[src/rtl/clk_div_multi.sv]
// Multi-channel programmable clock divider with glitch-free, period-aligned divisor/mode updates.
// Each channel counts 0..act_div and produces a 50% toggle clock or a one-cycle pulse.
module clk_div_multi #(
    parameter int WIDTH = 11,
    parameter int NCH   = 4
) (
    input  logic                   clk,
    input  logic                   rst,
    input  logic [NCH-1:0]         en,
    input  logic [NCH-1:0]         mode,
    input  logic [NCH*WIDTH-1:0]   div,
    input  logic                   load,
    output logic [NCH-1:0]         clkd,
    output logic [NCH-1:0]         tick,
    output logic [NCH-1:0]         busy
);

    localparam logic [WIDTH-1:0] ONE = WIDTH'(1);

    logic [WIDTH-1:0] q        [NCH];
    logic [WIDTH-1:0] act_div  [NCH];
    logic [WIDTH-1:0] pend_div [NCH];
    logic [WIDTH-1:0] div_sl   [NCH];
    logic [NCH-1:0]   act_mode;
    logic [NCH-1:0]   pend_mode;
    logic [NCH-1:0]   pend;
    logic [NCH-1:0]   tc;
    logic [NCH-1:0]   apply;

    // Pending values land only at a period boundary or while the channel is idle.
    always_comb begin
        tc    = '0;
        apply = '0;
        for (int i = 0; i < NCH; i++) begin
            div_sl[i] = div[i*WIDTH +: WIDTH];
            tc[i]     = en[i] && (q[i] == act_div[i]);
            apply[i]  = pend[i] && (tc[i] || !en[i]);
        end
    end

    always_ff @(posedge clk) begin
        if (!rst) begin
            for (int i = 0; i < NCH; i++) begin
                q[i]        <= '0;
                act_div[i]  <= '0;
                pend_div[i] <= '0;
            end
            act_mode  <= '0;
            pend_mode <= '0;
            pend      <= '0;
            clkd      <= '0;
            tick      <= '0;
        end else begin
            for (int i = 0; i < NCH; i++) begin
                if (apply[i]) begin
                    act_div[i]  <= pend_div[i];
                    act_mode[i] <= pend_mode[i];
                end

                // A load on the applying edge re-arms pend with the fresh values.
                if (load) begin
                    pend_div[i]  <= div_sl[i];
                    pend_mode[i] <= mode[i];
                    pend[i]      <= 1'b1;
                end else if (apply[i]) begin
                    pend[i] <= 1'b0;
                end

                if (!en[i] || tc[i])
                    q[i] <= '0;
                else
                    q[i] <= q[i] + ONE;

                tick[i] <= tc[i];

                if (!en[i])
                    clkd[i] <= 1'b0;
                else if (apply[i] && (pend_mode[i] != act_mode[i]))
                    clkd[i] <= 1'b0;
                else if (tc[i])
                    clkd[i] <= act_mode[i] ? 1'b1 : ~clkd[i];
                else if (act_mode[i])
                    clkd[i] <= 1'b0;
            end
        end
    end

    assign busy = pend;

endmodule
[config.mk]
export PLATFORM = sky130hd
export DESIGN_NAME = clk_div_multi
export DESIGN_NICKNAME = d
export VERILOG_FILES = /design/src/rtl/clk_div_multi.sv
export SDC_FILE = /design/constraint.sdc
export NUM_CORES = 1
export LEC_CHECK = 0
export ABC_AREA = 0
export CORE_UTILIZATION = 50
export CTS_CLUSTER_SIZE = 12
export DETAILED_ROUTE_END_ITERATION = 8
export PLACE_DENSITY = 0.73
export RECOVER_POWER = 100
export SLEW_MARGIN = 25
export SYNTH_ARGS = -nofsm -noshare
export SYNTH_HDL_FRONTEND = slang
export SYNTH_SLANG_ARGS = --single-unit
[constraint.sdc]
create_clock -name clk -period 5.65 [get_ports clk]
set_clock_uncertainty 0.05 [all_clocks]
set_input_delay 0.8475 -clock clk [delete_from_list [all_inputs] [get_ports clk]]
set_output_delay 0.8475 -clock clk [all_outputs]
set_load 0.1 [all_outputs]
==> out/qor.yml <==
ir_worst_vdd_v: 0.000214
slew-limit-headroom_pct: -6.76
ys_top_cells_by_count: "edfxtp_1 (132), nor2_1 (64), and3_1 (46)"
ys_top_cells_by_area: "edfxtp_1 (55%), dfxtp_1 (5.6%), nor3b_2 (5.2%)"
cts_setup_buffers: 0
finalSetupTns_ps: 0
r2r_slack_ps: 2680
diodes: 0
cts.path.max_buffers: 2
gp_congestion: 0.788
yosys_warnings: 0
grt_pass1_wl_mm: 21.4
rsz0062_at_grt: "no"
synth_ff_type: "edfxtp_1"
syn-cell-area_um2: 7210
synth_cells: 571
cts_tree: "done"
async_flop_share_pct: 0
min_period_over_period_pct: 66.7
die-area_um2: 14900
maxCapViolCount: 1
p_leak_nw: 3.26
die_h_um: 122
htree_num_levels: 4
drc: 0
drtPass1Iterations: 6
clock-sinks: 152
endpoint_kind: "flip-flop"
initial_utilization_pct: 51.5
portBuffers: 66
grt_pass1_vias: 4521
finalCriticalPeriod_ps: 3770
wl_per_cell_um: 15.1
setup_viol: 0
critPathKind: "input pin to flip-flop"
drt_wl_total_mm: 13.1
ys_ff_latch: 152
drive_gt1_share_pct: 5.36
root_buffer: "clkbuf_16"
grt_use_total_pct: 19.0
grt_overflow_total: 0
num_rows: 43
tightestPinTransition_ps: 1600
ys_seq_area_share_pct: 60.6
syn-mean-instance-area_um2: 12.6
power_density_nw_per_um2: 323
clkLatencyLatePin_ps: 410
drtIter0Drc: 322
io_pins: 67
cts_buffers: 17
critical_path_peak_fanout: 44
vias: 4485
grt_max_degree: 51
hold_viol: 0
outcome: "complete, but fails checks"
hold_path.class: "flip-flop to flip-flop"
report.final.slew_viol_count: 51
cts.repair.resized: 0
cp-start-kind: "input pin"
die_x_um: 122
crit_arrival_ps: 3640
syn_to_final_growth_pct: 19.5
yosysMostFrequentCell: "edfxtp_1"
dp.final_hpwl_mm: 9.33
timing.fmax_ghz: 0.265
core_area_um2: 14000
fin_hold_ws_ps: 443
ant_nets: 0
synth_top_area_share_pct: 55.0
nets: 736
synth_cell_type_count: 36
antenna_found_initial: 0
vias_per_cell: 5.16
yosysTopAreaCell: "edfxtp_1"
synth-edff-count: 132
violations: "capacitance limit, slew limit"
path_clk_slew_ps: 60
cts_hold_buf: 0
required_ps: 5520
==> sequential cells by signal, indices dropped and copies added (netlist names) <==
name and cells:
clkd 4, pend_div 44, tick 4, pend_mode 4, act_div 44, act_mode 4
busy 4, q 44
==> where the power goes <==
group | total (mW) | internal (mW) | switching, mW | leakage, nW
clock network | 1.21 | 0.794 | 0.421 | 0.305
logic | 0.224 | 0.0973 | 0.127 | 1.40
registers | 1.34 | 1.29 | 0.0458 | 1.55
total | 2.78 | 2.19 | 0.593 | 3.26
==> metrics by stage <==
stage	utilization, %	std cells	cell area, µm²	setup WS [ps]	power, mW
global placement	58.4	838	8170	2680	1.59
detailed placement	58.4	838	8170	2640	1.60
floorplan	-	614	7370	2720	1.51
finish	61.6	870	8610	1880	2.78
CTS	62.9	870	8800	2730	2.81
global route	61.6	870	8610	1510	2.87
==> path summary, 6_finish.rpt <==
kind / start / to / cells past startpoint
hold reg to reg: pend_mode[1] / act_mode[1] / 2
setup / recovery: rst / act_div[3][4] / 3
hold / removal: pend_mode[1] / act_mode[1] / 2
setup reg to reg: q[3][3] / act_div[3][4] / 4
==> metal layers <==
metal,up-vias,track usage [%],wire length (µm)
met5,-,0,0
met4,0,10.1,425
met3,31,3.89,453
met2,99,33.3,6860
met1,2122,21.7,5410
li1,2233,-,-
==> kinds of logic (layout without fill, tap and decap cells) <==
logic type | count (synthesis) | in the layout | share of synthesized area, %
compound gates | 22 | 22 | 2.26
xor+xnor | 80 | 80 | 9.72
fa+ha+maj | 4 | 4 | 0.694
buf+inv | 38 | 114 | 2.24
flops | 152 | 152 | 60.6
mux | 12 | 12 | 1.67
other cells | 1 | 44 | 0.0520
simple gates | 262 | 262 | 22.8
==> worst max-delay path, stage by stage <==
cell      delay, ps
clkbuf_1        710
clkbuf_1       1130
o21ai_0         940
==> placed cells by master (no fill, tap or decap), drive strengths merged, types with 5 or more instances in the layout <==
master,Yosys,layout
a31oi,7,7
and3,46,46
and4,5,5
bufinv,0,5
clkbuf,18,27
clkdlybuf4s50,0,52
conb,1,44
dfxtp,20,20
dlygate4sd3,0,13
edfxtp,132,132
inv,11,11
mux2i,12,12
nand2,41,41
nand3,17,17
nand4,5,5
nor2,64,64
nor2b,8,8
nor3,11,11
nor3b,44,44
nor4,18,18
o21ai,5,5
xnor2,38,38
xor2,42,42
==> final cells by class <==
cell class | count | area [µm²]
clock inverter | 9 | 173
fill | 1115 | 5380
timing repair buffer | 71 | 681
multi-input combinational | 424 | 2670
inverter | 11 | 41.3
clock buffer | 23 | 458
tap | 180 | 225
sequential | 152 | 4360
No activity file was read; power rests on OpenSTA's default activity.
